[config.mk]
export PLATFORM = sky130hd
export DESIGN_NAME = lfsr_bank
export DESIGN_NICKNAME = d
export VERILOG_FILES = /design/src/rtl/lfsr_pkg.sv /design/src/rtl/lfsr_cell.sv /design/src/rtl/lfsr_bank.sv
export SDC_FILE = /design/constraint.sdc
export NUM_CORES = 1
export LEC_CHECK = 0
export CAP_MARGIN = 20
export CORE_MARGIN = 2
export CORE_UTILIZATION = 25
export CTS_BUF_LIST = sky130_fd_sc_hd__clkbuf_4 sky130_fd_sc_hd__clkbuf_8 sky130_fd_sc_hd__clkbuf_16
export DETAILED_ROUTE_END_ITERATION = 16
export GPL_ROUTABILITY_DRIVEN = 0
export PLACE_DENSITY_LB_ADDON = 0.3
export SLEW_MARGIN = 0
export SYNTH_ARGS = -nofsm -noshare
export SYNTH_HDL_FRONTEND = slang
export SYNTH_SLANG_ARGS = --single-unit
[constraint.sdc]
create_clock -name clk -period 7.7 [get_ports clk]
set_input_delay 2.31 -clock clk [delete_from_list [all_inputs] [get_ports clk]]
set_output_delay 2.31 -clock clk [all_outputs]
set_load 0.02 [all_outputs]
[src/rtl/lfsr_pkg.sv]
// Shared definitions for the LFSR bank: default feedback taps, draw FSM states
// and the power-of-two mask helper used by rejection sampling.
package lfsr_pkg;

    localparam logic [15:0] DEFAULT_TAPS = 16'hD008;

    typedef enum logic {
        IDLE = 1'b0,
        EVAL = 1'b1
    } draw_state_e;

    // Smallest all-ones mask covering [0, limit): 2^ceil(log2(limit)) - 1.
    function automatic logic [63:0] pow2_mask(input logic [63:0] limit);
        logic [63:0] m;
        logic [63:0] mask;
        m    = limit - 64'd1;
        mask = '0;
        for (int i = 0; i < 64; i++) begin
            if (m[i]) mask = (64'd1 << (i + 1)) - 64'd1;
        end
        return mask;
    endfunction

endpackage

[src/rtl/lfsr_cell.sv]
// One Fibonacci LFSR channel: shifts left with the tap parity as the new LSB.
// A load overrides the step; a zero load value restores SEED to avoid lockup.
module lfsr_cell import lfsr_pkg::*; #(
    parameter int               WIDTH = 16,
    parameter logic [WIDTH-1:0] TAPS  = WIDTH'(DEFAULT_TAPS),
    parameter logic [WIDTH-1:0] SEED  = WIDTH'(1)
) (
    input  logic             clk,
    input  logic             rst,
    input  logic             step,
    input  logic             load,
    input  logic [WIDTH-1:0] load_val,
    output logic [WIDTH-1:0] state
);

    logic [WIDTH-1:0] state_q;
    logic [WIDTH-1:0] state_d;

    always_comb begin
        // NOTE: default assignment first so no path leaves state_d unassigned (no latch).
        state_d = state_q;
        if (load) begin
            state_d = (load_val == '0) ? SEED : load_val;
        end else if (step) begin
            state_d = {state_q[WIDTH-2:0], ^(state_q & TAPS)};
        end
    end

    // NOTE: non-blocking assignment for registered state so all flops update together.
    always_ff @(posedge clk or negedge rst) begin
        if (!rst) state_q <= SEED;
        else      state_q <= state_d;
    end

    assign state = state_q;

endmodule

[src/rtl/lfsr_bank.sv]
// Bank of CHANNELS LFSRs plus a bounded-draw port using rejection sampling.
// Optional seed loading is enabled by defining LFSR_SEED_LOAD_EN.
module lfsr_bank import lfsr_pkg::*; #(
    parameter int               WIDTH     = 16,
    parameter int               CHANNELS  = 9,
    parameter logic [WIDTH-1:0] TAPS      = WIDTH'(DEFAULT_TAPS),
    parameter int               MAX_TRIES = 8,
    localparam int              CH_W      = (CHANNELS > 1) ? $clog2(CHANNELS) : 1
) (
    input  logic                      clk,
    input  logic                      rst,
    input  logic                      en,
    output logic [CHANNELS*WIDTH-1:0] nums,
    input  logic                      draw_req,
    output logic                      draw_ready,
    input  logic [CH_W-1:0]           draw_ch,
    input  logic [WIDTH-1:0]          draw_limit,
    output logic                      draw_valid,
    output logic [WIDTH-1:0]          draw_value
`ifdef LFSR_SEED_LOAD_EN
    ,
    input  logic                      seed_load,
    input  logic [CH_W-1:0]           seed_ch,
    input  logic [WIDTH-1:0]          seed_val
`endif
);

    localparam int              TRY_W    = (MAX_TRIES > 1) ? $clog2(MAX_TRIES) : 1;
    localparam logic [TRY_W-1:0] LAST_TRY = TRY_W'(MAX_TRIES - 1);

    draw_state_e      state_q;
    logic             ready_q;
    logic             valid_q;
    logic [WIDTH-1:0] value_q;
    logic [TRY_W-1:0] tries_q;
    logic [CH_W-1:0]  ch_q;
    logic [WIDTH-1:0] limit_q;

    logic [WIDTH-1:0] state_w [CHANNELS];
    logic [WIDTH-1:0] cur;
    logic [WIDTH-1:0] mask;
    logic [WIDTH-1:0] cand;
    logic [WIDTH-1:0] result;
    logic             accept;
    logic             force_step;
    logic [CH_W-1:0]  ch_sel;

    assign cur    = state_w[ch_q];
    assign mask   = WIDTH'(pow2_mask(64'(limit_q)));
    assign cand   = cur & mask;
    assign accept = (limit_q == '0) || (cand < limit_q) || (tries_q == LAST_TRY);
    // cand >= limit here, and cand < 2*limit, so the fallback stays in range.
    assign result = (limit_q == '0)  ? cur  :
                    (cand < limit_q) ? cand : cand - limit_q;
    assign force_step = (state_q == EVAL) && !accept;
    assign ch_sel     = (32'(draw_ch) < CHANNELS) ? draw_ch : '0;

    for (genvar k = 0; k < CHANNELS; k++) begin : g_ch
        localparam logic [WIDTH-1:0] SEED_K = WIDTH'(1) << (k % WIDTH);
        logic             load_k;
        logic [WIDTH-1:0] load_val_k;
`ifdef LFSR_SEED_LOAD_EN
        assign load_k     = seed_load && (32'(seed_ch) == k);
        assign load_val_k = seed_val;
`else
        assign load_k     = 1'b0;
        assign load_val_k = '0;
`endif
        lfsr_cell #(
            .WIDTH (WIDTH),
            .TAPS  (TAPS),
            .SEED  (SEED_K)
        ) u_cell (
            .clk      (clk),
            .rst      (rst),
            .step     (en || (force_step && (32'(ch_q) == k))),
            .load     (load_k),
            .load_val (load_val_k),
            .state    (state_w[k])
        );
        assign nums[k*WIDTH +: WIDTH] = state_w[k];
    end

    always_ff @(posedge clk or negedge rst) begin
        if (!rst) begin
            state_q <= IDLE;
            ready_q <= 1'b1;
            valid_q <= 1'b0;
            value_q <= '0;
            tries_q <= '0;
            ch_q    <= '0;
            limit_q <= '0;
        end else begin
            valid_q <= 1'b0;
            case (state_q)
                IDLE: begin
                    if (draw_req && ready_q) begin
                        ch_q    <= ch_sel;
                        limit_q <= draw_limit;
                        tries_q <= '0;
                        ready_q <= 1'b0;
                        state_q <= EVAL;
                    end
                end
                EVAL: begin
                    if (accept) begin
                        value_q <= result;
                        valid_q <= 1'b1;
                        ready_q <= 1'b1;
                        state_q <= IDLE;
                    end else begin
                        tries_q <= tries_q + 1'b1;
                    end
                end
                default: begin
                    ready_q <= 1'b1;
                    state_q <= IDLE;
                end
            endcase
        end
    end

    assign draw_ready = ready_q;
    assign draw_valid = valid_q;
    assign draw_value = value_q;

endmodule

==> metrics.md <==
| Metric | Value |
|---|---|
| Core ar. | 39730 um^2 |
| Die width | 204.7 um |
| Placement Cell Area | 12510 um^2 |
| Worst hold path class | register to register |
| Largest area contributor in the netlist | dfrtp_1 |
| Hold_buf cts | 0 |
| Seq/Total Area, Yosys | 0.4635 |
| Post CTS Setup Buffer Count | 0 |
| Remaining global-route overflow | 0 |
| CTS sink count | 186 |
| Crit path from | limit_q[1] |
| Reg-to-reg slack, setup | 1200 ps |
| Largest net degree at the start of global routing | 154 |
| Total GRT Usage | 0.1568 |
| # diodes | 0 |
| Fmax | 0.1537 GHz |
| CTS root buffer | clkbuf_16 |
| Period utilisation layout | 0.8448 |
| # placed instances | 1519 |
| PnR worst setup slack | 1195 ps |
| Synth async-reset ratio | 1.000 |
| Hold EP | draw_ready |
| Final hold vios | 0 |
| Max-cap violations | 0 |
| Worst r2r dst | draw_value[8] |
| WL final | 32.26 mm |
| CP max-delay cell | a21o_1 |
| Filler-free cell count of the finished design | 1551 |
| Synth warn | 0 |
| Initial DRC Count | 544 |
| Worst-margin pin slew | 1096 ps |
| Syn avg cell area | 11.99 um^2 |
| H-tree Lvls | 4 |
| Boundary Pins | 186 |
| Gate Count Post-Synth | 840 |
| Share of cells above drive strength 1 | 0.2515 |
| Clock skew | 16.88 ps |
| Hold Startpoint | draw_ready |
| Clk buf depth | 2 |
| CTS tree | done |
| Commonest cells in the netlist | 176 x dfrtp_1, 151 x mux2_2, 52 x nand2_1 |
| Port bufs | 185 |
| Nature of the critical path endpoint | register |
| Seq cells post-synth | 186 |
| Routed vias/inst | 4.826 |
| Dpl ws | 1309 ps |
| Post-synth net total | 886 |
| Synth top area share | 0.4374 |
| Yosys cell types | 69 |
| Worst-Skew Late Latency | 460 ps |
| Hold Crit Depth | 2 |
| Vias in the first global route | 7646 |
| Die area | 41900 um^2 |
| Final setup fails | 0 |
| Most numerous cell in the Yosys netlist | dfrtp_1 |
| CP max stage delay | 670 ps |
| Crit path DAT | 6820 ps |
| RSZ-0062 raised after global routing | no |
| Outcome | finished clean |
| Max Slew Vio Count | 0 |
| Bufs and invs on worst path | 2 |
| Crit path kind | register to register |
| WP data required | 8010 ps |
| DR WL/cell | 20.80 um |
| Cell Area, Synth | 10070 um^2 |
| Critical Path Start Type | register |
| Initial core utilization | 0.2534 |
| Fin area | 13130 um^2 |
| Worst path cell trace | inv_1 > ha_1 > or4b_4 > o32ai_2 > nand3b_1 > a222oi_1 > and4_1 > nand2_1 > nand2_1 > ha_1 > fa_1 > and2b_1 > o31ai_1 > a221oi_1 > o21ai_1 > a21o_1 > o21ai_2 > inv_1 > mux2i_1 > o31ai_1 |
| First-pass GRT wire length | 48.93 mm |
| Initial antenna violation count | 1 |
| PD cells | 557.9 nW/um^2 |
| Clock buffer count from CTS | 17 |
| Row count | 73 |
| CP max FO | 17 |
| DP HPWL | 23.88 mm |
| Post-CTS resize count | 0 |
| Minimum clock period | 6505 ps |
| CP top delay family | compound AO/OA/AOI/OAI gates |
| Number of synthesized flops with an enable pin | 0 |
| Layout area overhead | 30.35% |
| Worst R2R Path Depth | 20 |
| Slew margin rel. | 0.2696 |
| Clk slew on worst S/H paths | 80 ps |
| LEAKAGE | 5.263 nW |
| Synth top area cells | dfrtp_1 44%, mux2_2 17%, mux4_2 7.2% |
| Peak VDD IR | 0.0002367 V |
| Setup_tns | 0 ps |
| Vias | 7485 |
| Die Y | 204.7 um |
| Drt drc | 0 |
| First-pass iteration count of the detailed router | 5 |
| Tot Pwr | 7.324 mW |
| Synth Flop Type | dfrtp_1 |
| Net count, final | 1059 |
| Worst r2r src | limit_q[1] |
| Routed Antenna Nets | 0 |
==> metrics by stage <==
stage / util / hold WS (ps)
after floorplan: - / 497.6
after global placement: 0.3142 / 456.1
after detailed placement: 0.3148 / 458.9
after CTS: 0.3304 / 469.1
after global routing: 0.3304 / 500.5
final: 0.3304 / 468.7
==> worst max-delay path by stage <==
stage               cells after the start  slack [ps]                       end
CTS                                    20        1280             draw_value[8]
floorplan                              22        2480  g_ch[4].u_cell.state[10]
detailed placement                     20        1310             draw_value[8]
global route                           20         800             draw_value[8]
global placement                       16        1400  g_ch[7].u_cell.state[10]
finish                                 20        1200             draw_value[8]
==> logic make-up (layout without fill, tap and decap cells) <==
logic type / count (synthesis) / count (layout) / synth area share
buffers and inverters: 70 / 256 / 0.02995
multiplexers: 201 / 201 / 0.2583
adder cells (fa/ha/maj): 22 / 22 / 0.02808
AND/OR/NAND/NOR: 172 / 172 / 0.08226
flip-flops: 186 / 186 / 0.4635
XOR/XNOR: 41 / 41 / 0.03566
AO/OA/AOI/OAI: 148 / 148 / 0.1023
==> power by group <==
part	total, mW	internal, mW	switching [mW]
logic	4.29	2.03	2.26
registers	2.12	1.45	0.667
clock network	0.913	0.446	0.467
==> layer usage <==
metal	track usage	vias up	wire length, um	share of wire
li1	-	3438	-	-
met1	0.2050	3792	14320	0.44
met2	0.2523	235	15290	0.47
met3	0.05138	18	2359	0.073
met4	0.03313	2	270	0.0084
met5	0	-	14	0.00043
==> worst register-to-register path, cell delays in order (launching register included) <==
cell and delay [ps]:
dfrtp_1 450, inv_1 150, ha_1 290, or4b_4 570, o32ai_2 220, nand3b_1 150
a222oi_1 620, and4_1 410, nand2_1 80, nand2_1 70, ha_1 180, fa_1 200
and2b_1 220, o31ai_1 370, a221oi_1 200, o21ai_1 340, a21o_1 670, o21ai_2 350
inv_1 500, mux2i_1 240, o31ai_1 90
==> layout make-up <==
type / count / area (um^2)
fillers: 4001 / 26610
clock inverters: 15 / 191.4
well taps: 525 / 656.9
clock buffers: 17 / 425.4
inverters: 25 / 93.84
flip-flops and latches: 186 / 4669
multi-input cells: 584 / 5107
repair buffers: 199 / 1982
==> sequential cells by signal (all words and copies together) (netlist names) <==
signal,flops
ch_q,4
draw_ready,1
draw_valid,1
draw_value,16
g_ch.u_cell.state,144
limit_q,16
state_q,1
tries_q,3
==> placed cells by master (no fill, tap or decap), drive strengths merged, types with 17 or more instances in the layout <==
| master | n |
|---|---|
| mux2i | 18 |
| clkbuf | 17 |
| xnor2 | 37 |
| mux4 | 32 |
| o21ai | 45 |
| dfrtp | 176 |
| nor2 | 51 |
| clkdlybuf4s50 | 184 |
| ha | 21 |
| nand2 | 52 |
| inv | 33 |
| a21oi | 30 |
| mux2 | 151 |
Note: power is estimated with default switching activity, not from simulation.
